File: src/rtl/regfile_write_port_ctrl.sv
// regfile_write_port_ctrl
//   Merges two write sources into the register file's single write port
//   (we3/A3/WD3): a single-cycle ALU result path and a multi-cycle slow path
//   (loads, multiply) buffered in a small FIFO. Resolves WAW ordering between
//   the two paths, drops writes to $0 and publishes a pending-write mask for
//   hazard detection.
//
// Ports
//   clk, rst                     clock, asynchronous active-high reset
//   alu_we/alu_addr/alu_data     ALU write request (held by upstream while stalled)
//   alu_stall                    ALU request not accepted this cycle
//   slow_valid/slow_ready        slow-path valid/ready handshake
//   slow_addr/slow_data          slow-path destination and result
//   we3/A3/WD3                   registered register file write port
//   pending                      bit r: write to r queued in FIFO or on we3
//   fifo_count                   entries held in the FIFO (killed ones included)
module regfile_write_port_ctrl #(
    parameter int DATA_WIDTH = 32,
    parameter int ADDR_WIDTH = 5,
    parameter int DEPTH      = 4
) (
    input  logic                       clk,
    input  logic                       rst,
    input  logic                       alu_we,
    input  logic [ADDR_WIDTH-1:0]      alu_addr,
    input  logic [DATA_WIDTH-1:0]      alu_data,
    output logic                       alu_stall,
    input  logic                       slow_valid,
    output logic                       slow_ready,
    input  logic [ADDR_WIDTH-1:0]      slow_addr,
    input  logic [DATA_WIDTH-1:0]      slow_data,
    output logic                       we3,
    output logic [ADDR_WIDTH-1:0]      A3,
    output logic [DATA_WIDTH-1:0]      WD3,
    output logic [2**ADDR_WIDTH-1:0]   pending,
    output logic [$clog2(DEPTH):0]     fifo_count
);

    localparam int PTR_W = $clog2(DEPTH);
    localparam int CNT_W = PTR_W + 1;
    localparam logic [CNT_W-1:0] FULL_CNT = CNT_W'(DEPTH);

    logic [ADDR_WIDTH-1:0] addr_q [DEPTH];
    logic [ADDR_WIDTH-1:0] addr_d [DEPTH];
    logic [DATA_WIDTH-1:0] data_q [DEPTH];
    logic [DATA_WIDTH-1:0] data_d [DEPTH];
    logic [DEPTH-1:0]      vld_q, vld_d;
    logic [PTR_W-1:0]      rd_ptr_q, rd_ptr_d;
    logic [PTR_W-1:0]      wr_ptr_q, wr_ptr_d;
    logic [CNT_W-1:0]      cnt_q, cnt_d;
    logic                  we3_q, we3_d;
    logic [ADDR_WIDTH-1:0] a3_q, a3_d;
    logic [DATA_WIDTH-1:0] wd3_q, wd3_d;

    logic full, empty, alu_go, pop, push, head_vld;

    always_comb begin
        full      = (cnt_q == FULL_CNT);
        empty     = (cnt_q == '0);
        head_vld  = !empty && vld_q[rd_ptr_q];
        alu_go    = alu_we && !full;
        alu_stall = alu_we && full;
        // A killed head frees its slot even while the ALU owns the port;
        // a live head pops only when it is the one being issued.
        pop       = !empty && (!vld_q[rd_ptr_q] || !alu_go);
        push      = slow_valid && !full && (slow_addr != '0);
        slow_ready = !full;

        addr_d   = addr_q;
        data_d   = data_q;
        vld_d    = vld_q;
        rd_ptr_d = rd_ptr_q;
        wr_ptr_d = wr_ptr_q;
        we3_d    = 1'b0;
        a3_d     = a3_q;
        wd3_d    = wd3_q;

        if (alu_go) begin
            if (alu_addr != '0) begin
                we3_d = 1'b1;
                a3_d  = alu_addr;
                wd3_d = alu_data;
                // Older queued writes to the same register are superseded.
                for (int unsigned i = 0; i < DEPTH; i++) begin
                    if (addr_q[i] == alu_addr) begin
                        vld_d[i] = 1'b0;
                    end
                end
            end
        end else if (head_vld) begin
            we3_d = 1'b1;
            a3_d  = addr_q[rd_ptr_q];
            wd3_d = data_q[rd_ptr_q];
        end

        if (pop) begin
            vld_d[rd_ptr_q] = 1'b0;
            rd_ptr_d        = rd_ptr_q + PTR_W'(1);
        end

        // Push is applied after the kill so a same-cycle slow result survives.
        if (push) begin
            vld_d[wr_ptr_q]  = 1'b1;
            addr_d[wr_ptr_q] = slow_addr;
            data_d[wr_ptr_q] = slow_data;
            wr_ptr_d         = wr_ptr_q + PTR_W'(1);
        end

        cnt_d = cnt_q + CNT_W'(push) - CNT_W'(pop);
    end

    always_ff @(posedge clk or posedge rst) begin
        if (rst) begin
            for (int unsigned i = 0; i < DEPTH; i++) begin
                addr_q[i] <= '0;
                data_q[i] <= '0;
            end
            vld_q    <= '0;
            rd_ptr_q <= '0;
            wr_ptr_q <= '0;
            cnt_q    <= '0;
            we3_q    <= 1'b0;
            a3_q     <= '0;
            wd3_q    <= '0;
        end else begin
            addr_q   <= addr_d;
            data_q   <= data_d;
            vld_q    <= vld_d;
            rd_ptr_q <= rd_ptr_d;
            wr_ptr_q <= wr_ptr_d;
            cnt_q    <= cnt_d;
            we3_q    <= we3_d;
            a3_q     <= a3_d;
            wd3_q    <= wd3_d;
        end
    end

    always_comb begin
        pending = '0;
        for (int unsigned i = 0; i < DEPTH; i++) begin
            if (vld_q[i]) begin
                pending[addr_q[i]] = 1'b1;
            end
        end
        if (we3_q) begin
            pending[a3_q] = 1'b1;
        end
        pending[0] = 1'b0;
    end

    assign we3        = we3_q;
    assign A3         = a3_q;
    assign WD3        = wd3_q;
    assign fifo_count = cnt_q;

endmodule

File: config.mk
export PLATFORM = sky130hd
export DESIGN_NAME = regfile_write_port_ctrl
export DESIGN_NICKNAME = d
export VERILOG_FILES = /design/src/rtl/regfile_write_port_ctrl.sv
export SDC_FILE = /design/constraint.sdc
export NUM_CORES = 1
export LEC_CHECK = 0
export ABC_AREA = 1
export CAP_MARGIN = 20
export CORE_ASPECT_RATIO = 0.75
export CORE_MARGIN = 2
export CORE_UTILIZATION = 35
export DETAILED_ROUTE_END_ITERATION = 12
export PLACE_DENSITY = 0.53
export RECOVER_POWER = 25
export SLEW_MARGIN = 20
export SYNTH_ARGS = -nofsm -noshare
export SYNTH_HDL_FRONTEND = slang
export SYNTH_SLANG_ARGS = --single-unit
export TNS_END_PERCENT = 100
File: constraint.sdc
create_clock -name clk -period 11.9 [get_ports clk]
set_clock_uncertainty 0.15 [all_clocks]
set_input_delay 1.19 -clock clk [delete_from_list [all_inputs] [get_ports clk]]
set_output_delay 1.19 -clock clk [all_outputs]
set_load 0.03 [all_outputs]
Yosys cells after proc, flatten, opt, wreduce, memory -nomap -nowiden
Index checks and enable logic that the tools add are counted.
{"block": "op_classes", "n_addsub": 4, "eq_ne": 6, "reduce_logical": 24, "bitwise": 9, "n_mux": 50, "order_cmp": 17}
{"op": "$mux W32", "count": 11}
{"op": "$bwmux W128", "count": 1}
{"op": "$or A32 B32 Y32", "count": 4}
{"op": "$bmux W32 S2", "count": 1}
{"op": "$demux W32 S2", "count": 1}
{"op": "$lt A5 B6 Y1 const B", "count": 5}
{"op": "$mux W5", "count": 6}
{"op": "$demux W1 S5", "count": 5}
{"op": "$ge A5 B1 Y1 const B", "count": 5}
{"op": "$bwmux W20", "count": 1}
{"op": "$eq A5 B5 Y1", "count": 4}
{"op": "$mux W4", "count": 4}
{"op": "$mux W1", "count": 15}
{"op": "$logic_and A1 B1 Y1", "count": 14}
{"op": "$bmux W5 S2", "count": 1}
{"op": "$demux W5 S2", "count": 1}
{"op": "$reduce_bool A5 Y1", "count": 2}
{"op": "$ge A3 B3 Y1 const B", "count": 2}
{"op": "$lt A2 B3 Y1 const B", "count": 2}
{"op": "$not A2 Y3", "count": 2}
{"op": "$add A2 B1 Y2 const B", "count": 2}
{"op": "$and A4 B4 Y4", "count": 1}
{"op": "$demux W1 S2", "count": 2}
{"op": "$ge A2 B1 Y1 const B", "count": 2}
{"op": "other kinds (13)", "count": 16}
{"block": "word_totals", "output_inout_bits": 75, "input_bits": 78, "wordCells": 125, "reg_bits": 197}

Logic depth before layout (Yosys ltp)
Gate-level depths: netlist (run 1).
{"block": "depth", "ltp_word": 13, "ltp_mapped": 13}

Least setup slack after synthesis (run 1)
Ideal clock, no wire load.
{"block": "synth_timing", "path_type": "input port to flip-flop", "startpoint": "input port alu_we", "endpoint": "register cnt_q[2] (netlist: fifo_count[2])", "setup_time_ns": 0.129, "setup_slack_ns": 8.843, "required_ns": 11.621, "arrival_time_ns": 2.778, "path_stages": 11, "cell_sequence": "inv_1 -> a21oi_2 -> buf_4 -> nand2_1 -> nand2_1 -> inv_1 -> ha_1 -> inv_1 -> ha_1 -> fa_1 -> xor2_1"}
{"block": "synth_between", "elab_chain_cells": 5}
{"item": "from (decl)", "line": "24", "text": "input logic alu_we,"}
{"item": "$logic_and A1 B1 Y1", "line": "61", "text": "alu_go = alu_we && !full;"}
{"item": "$logic_not A1 Y1", "line": "65", "text": "pop = !empty && (!vld_q[rd_ptr_q] || !alu_go);"}
{"item": "$logic_or A1 B1 Y1", "line": "65"}
{"item": "$logic_and A1 B1 Y1", "line": "65"}
{"item": "named net pop", "line": "55", "text": "logic full, empty, alu_go, pop, push, head_vld;"}
{"item": "$sub A3 B1 Y3", "line": "109", "text": "cnt_d = cnt_q + CNT_W'(push) - CNT_W'(pop);"}
{"item": "named net cnt_d[2]", "line": "50", "text": "logic [CNT_W-1:0] cnt_q, cnt_d;"}
{"item": "to (signal assigned)", "line": "131", "text": "cnt_q <= cnt_d;"}
{"item": "to (decl)", "line": "50"}
The timed path passes the listed nets, and every way through them passes these cells.
A chain may end at the register's enable or synchronous reset.

==> flow_summary_export.csv, run 1 <==
group,metric,value,unit
synthesis,synth_top_family_by_area,"simple AND/OR/NAND/NOR gates",
layout,drive_above_1_share,5.54,%
clock_tree,post_cts_buffers,0,
hold_path,min_path_cells,2,
floorplan,std_cell_rows,56,
synthesis,synth-seq-cells,197,
synthesis,seq_area_frac_synth,44.9,%
routing,drtAntennaViolNets,0,
global_route,grt_antenna_before_repair,0,
clock_tree,clockBufferDepth,2,
global_route,grt_pass1_vias,9300,
floorplan,coreArea,31000,sq um
hold_path,hold_start,"data_q[103]",
setup_path,critPathLaunch,"rst",
synthesis,ys_warn_count,0,
synthesis,synth_edf_count,0,
global_route,grt_max_degree,130,
synthesis,synth_compound_area_share,12.6,%
synthesis,syn_area,11000,sq um
layout,antenna_cells,0,
synthesis,synth_xor_area_share,1.92,%
timing,finalWorstSetupSlack,6010,ps
clock_tree,cts_hold_buffers,0,
timing,period_needed,5890,ps
routing,drc,0,
synthesis,synthTopCellsByArea,"dfrtp_1, nand2_1, nand3_1",
setup_path,worst-path-max-fanout,129,
placement,place_congestion,0.909,
setup_path,slowest_stage,"clkinvlp_2",
power_and_ir_drop,peakVddDrop,0.166,mV
synthesis,synthTopCellsByCount,"nand2_1, dfrtp_1, nand3_1",
placement,io_buffer_count,151,
timing,worst_pin_slew,5730,ps
routing,wl_per_cell,18.3,um
clock_tree,cts_made_buffers,17,
synthesis,avgSynthCellArea,7.60,sq um
setup_path,end_kind,"asynchronous set/reset pin",
setup_path,cp.arrival,6090,ps
timing,slew_violations,130,
global_route,grt_first_pass_wirelength,55300,um
setup_path,r2r-start,"rd_ptr_q[1]",
global_route,grt_use_total,22.0,%
timing,relSlewSlack,-284,%
power_and_ir_drop,p_per_area,283,nW/um^2
timing,finalCritPeriodShare,49.5,%
timing,setup-tns-final,0,ps
clock_tree,htree_num_levels,4,
clock_tree,path_clk_slew,70,ps
synthesis,synthMuxAreaShare,0,%
setup_path,rrSetupSlack,8130,ps
run,drv_cap,1,
floorplan,die_w,208,um
synthesis,synthAdderAreaFrac,1.32,%
placement,pre_cts_slack,7690,ps
run_status,failed_checks,"capacitance limit, slew limit",
timing,setup_viol,0,
layout,area_growth,19.0,%
clock_tree,cts.sinks,197,
setup_path,critPathRequiredTime,12100,ps
clock_tree,cts_root_buf,"clkbuf_16",
floorplan,start_util,35.4,%
floorplan,fp.dieH,157,um
clock_tree,post_cts_resized,0,
setup_path,r2r_cells,11,
clock_tree,cts_tree,"built",
hold_path,hold_path_end,"data_q[103]",
synthesis,yosys.area_share.simple,30.0,%
synthesis,synthFlopType,"dfrtp_1",
routing,first_pass_iters,7,
synthesis,synth.distinct_cells,36,
synthesis,synth_cells,1443,
setup_path,startpoint_type,"input port",
power_and_ir_drop,p_leak,6.15,nW
routing,via_per_inst,5.16,
timing,hold_violations,0,
power_and_ir_drop,p_total,0.00370,W
routing,drt_iter0_markers,959,
floorplan,dieArea,32800,sq um
routing,num_vias,10000,
clock_tree,clk_latency,450,ps
floorplan,boundaryPins,153,
hold_path,min_path_type,"register to register",
setup_path,regToRegEndpoint,"fifo_count[2]",
synthesis,async_reset_ff_share,100,%
setup_path,cp_cell_sequence,"dlygate4sd3_1 -> clkinvlp_2 -> buf_4",
timing,fmax,0.170,GHz
placement,hpwlAfterDp,22600,um
run_status,outcome,"finished, violations left",
synthesis,synth_area_leader_cell,"dfrtp_1",
synthesis,netlist.area_leader.share,44.9,%
synthesis,synth_most_common_cell,"nand2_1",
layout,fin_nets,1611,
timing,rsz0062_at_grt,"false",
global_route,overflow,0,
setup_path,max_stage_delay,3170,ps
layout,final.fill_count,3208,
synthesis,synth_nets,1532,
routing,wl,35500,um
setup_path,crit_type,"input port to asynchronous set/reset pin",
==> sequential cells by signal, indices dropped and copies added, names as in the netlist <==
name,cells
fifo_count,3
vld_q,4
wr_ptr_q,2
A3,5
addr_q,20
rd_ptr_q,2
we3,1
data_q,128
WD3,32
==> worst max path at each step <==
stage	slack [ps]	endpoint	cells after the start
floorplan	5190	A3[0]	1
global placement	7780	A3[3]	8
detailed placement	7690	A3[0]	8
CTS	7570	pending[11]	5
global route	4910	rd_ptr_q[0]	3
finish	6010	rd_ptr_q[0]	3
==> power by group <==
group / switching, W / internal (W)
clock network: 0.000276 / 0.000351
logic: 0.00112 / 0.000619
registers: 0.000344 / 0.000983
==> critical path, delay by kind of cell <==
family                 cells  cell delay [ps]
buffers and inverters      3             4800
==> cell families (layout without fill, tap and decap cells) <==
logic type,Yosys count,in the layout
flip-flops,197,197
adder cells (fa/ha/maj),11,11
other,1,1
buffers and inverters,202,294
AO/OA/AOI/OAI,229,229
AND/OR/NAND/NOR,779,779
XOR/XNOR,24,24
==> placed cells by master, fill, tap and decap left out, types with 2 or more instances in the layout <==
master	count
o21ai_0	67
ha_1	10
nand4_1	5
clkbuf_8	3
nor3_1	15
inv_2	3
o22ai_1	3
nand2_1	503
a22oi_1	9
xor2_1	7
clkdlybuf4s50_1	150
o2111ai_1	18
clkinvlp_4	3
nand2_2	3
o21ai_2	27
bufinv_16	3
clkbuf_16	17
xnor2_1	17
nand2_4	5
o21ai_1	64
nand3_1	196
a21oi_1	31
inv_1	102
nand3b_1	2
nor2_1	45
buf_4	4
inv_6	4
nor3_2	2
dfrtp_1	195
o211ai_1	7
==> layer usage <==
layer | GRT usage, % | vias up | wire length [um]
met3 | 3.83 | 26 | 2290
met2 | 31.3 | 353 | 14800
met4 | 5.55 | 0 | 431
met5 | 0 | - | 0
met1 | 33.9 | 4775 | 18000
li1 | - | 4861 | -
==> stage by stage <==
step / std cells / hold slack [ps] / instance area [sq um] / util, %
final: 1941 / 333 / 13100 / 42.1
after global routing: 1941 / 348 / 13100 / 42.1
after CTS: 1941 / 337 / 13100 / 42.1
after detailed placement: 1909 / 319 / 12400 / 40.1
after global placement: 1909 / 315 / 12400 / 40.1
after floorplan: 1443 / 303 / 11000 / -
==> cell type report <==
cell class | count | area [sq um] | share of cell area, %
timing repair buffer | 155 | 1540 | 11.8
sequential | 197 | 4930 | 37.8
inverter | 107 | 408 | 3.12
clock buffer | 20 | 467 | 3.57
multi-input combinational | 1044 | 5040 | 38.6
clock inverter | 12 | 164 | 1.26
tap | 406 | 508 | 3.89
Note: power is estimated with default switching activity, not from simulation.
==> inputs of run 2 (changes only) <==
Settings changed: PLACE_DENSITY 0.53 to 0.55.
Clock period 11.9 ns to 5 ns, I/O delays scaled along.
==> run 2 against run 1 <==
Non-clock buffer count grew 3. Flip-flop and latch count stayed put. The flow still finishes with violations (capacitance limit, slew limit). Cell area down 0.29%. Global-route usage fell by 0.090 points. Largest cell class unchanged. Clock power rose by 120%.
==> flow_summary_export.csv, run 2 (synthesis results as in run 1) <==
group,metric,value,unit
global_route,grt_pass1_vias,9292,
placement,place_congestion,0.934,
floorplan,fp.dieH,157,um
layout,largest_reg_flops,128,
layout,area_growth,18.7,%
layout,final.fill_count,3282,
clock_tree,cts.sinks,197,
timing,period_needed,3620,ps
floorplan,std_cell_rows,56,
run_status,outcome,"finished, violations left",
clock_tree,cts_tree,"built",
power_and_ir_drop,p_total,0.00866,W
routing,via_per_inst,5.11,
layout,drive_above_1_share,5.59,%
global_route,overflow,0,
timing,fmax,0.276,GHz
layout,final_common_cell,"nand2_1",
setup_path,critPathRequiredTime,4350,ps
timing,rsz0062_at_grt,"false",
layout,antenna_cells,0,
floorplan,die_w,208,um
global_route,grt_first_pass_wirelength,55000,um
floorplan,boundaryPins,153,
global_route,grt_use_total,21.9,%
hold_path,min_path_type,"register to register",
routing,drtAntennaViolNets,0,
timing,setup_viol,0,
clock_tree,clk_latency,460,ps
run_status,failed_checks,"capacitance limit, slew limit",
clock_tree,clockBufferDepth,2,
layout,layout_common_cells,"nand2_1, nand3_1, dfrtp_1, clkdlybuf4s50_1, inv_1",
setup_path,end_kind,"output pin",
timing,setup-tns-final,0,ps
clock_tree,post_cts_resized,0,
clock_tree,cts_root_buf,"clkbuf_16",
power_and_ir_drop,peakVddDrop,0.347,mV
global_route,grt_antenna_before_repair,0,
layout,postLayoutCoreUtil,42.0,%
clock_tree,htree_num_levels,4,
power_and_ir_drop,p_leak,6.13,nW
routing,num_vias,9926,
layout,top_register,"data_q",
setup_path,cp.arrival,2970,ps
floorplan,coreArea,31000,sq um
setup_path,startpoint_type,"register",
placement,io_buffer_count,151,
timing,hold_violations,0,
clock_tree,path_clk_slew,70,ps
floorplan,start_util,35.4,%
routing,drt_iter0_markers,945,
clock_tree,cts_hold_buffers,0,
setup_path,worst-path-max-fanout,8,
setup_path,crit_type,"register to output pin",
run,drv_cap,1,
power_and_ir_drop,p_per_area,665,nW/um^2
placement,hpwlAfterDp,22900,um
clock_tree,post_cts_buffers,0,
global_route,grt_max_degree,115,
layout,fin_nets,1614,
hold_path,hold_start,"data_q[73]",
timing,relSlewSlack,-4.05,%
routing,drc,0,
clock_tree,cts_made_buffers,17,
timing,worst_pin_slew,1550,ps
routing,first_pass_iters,5,
routing,wl,35400,um
timing,finalCritPeriodShare,72.4,%
timing,slew_violations,34,
timing,whs,333,ps
floorplan,dieArea,32800,sq um
setup_path,critPathLaunch,"addr_q[1]",
setup_path,r2r-start,"fifo_count[2]",
routing,wl_per_cell,18.2,um
[run 2: power breakdown]
group          internal [W]  leakage (nW)  switching (W)
clock              0.000700         0.274       0.000668
combinational       0.00148          3.39        0.00273
sequential          0.00234          2.46       0.000753
total               0.00451          6.13        0.00415
[run 2: per-layer routing]
layer	vias up	wire length [um]	global-route usage, %
met2	365	14600	31.3
met4	0	238	3.63
met5	-	0	0
met3	20	2800	4.79
li1	4853	-	-
met1	4688	17800	33.7
[run 2: final timing paths]
check | end | slack, ps | depth (start not counted)
setup / recovery | pending[6] | 1380 | 5
hold / removal | data_q[73] | 330 | 2
setup reg to reg | A3[1] | 1790 | 6
hold reg to reg | data_q[73] | 330 | 2
max in group asynchronous | data_q[11] | 2690 | 3
min in group asynchronous | data_q[88] | 720 | 2
[run 2: per-stage QoR]
step / instances / worst slack [ps] / area, sq um
after floorplan: 1443 / 1800 / 11000
after global placement: 1912 / 1360 / 12500
after detailed placement: 1912 / 1270 / 12500
after CTS: 1944 / 1380 / 13000
after global routing: 1944 / 1300 / 13000
final: 1944 / 1380 / 13000
[run 2: area by class of cell]
class,instances,area [sq um],area share (%)
Clock buffer,17,425,3.27
Clock inverter,15,149,1.14
Inverter,107,404,3.10
Multi-Input combinational cell,1044,5030,38.6
Sequential cell,197,4930,37.9
Tap cell,406,508,3.90
Timing Repair Buffer,158,1580,12.1
[run 2: critical path: stages (launching register included)]
cell and delay [ps]:
dfrtp_1 470, inv_1 110, nor3_1 770, a21oi_1 300
o2111ai_1 160, clkdlybuf4s50_1 710
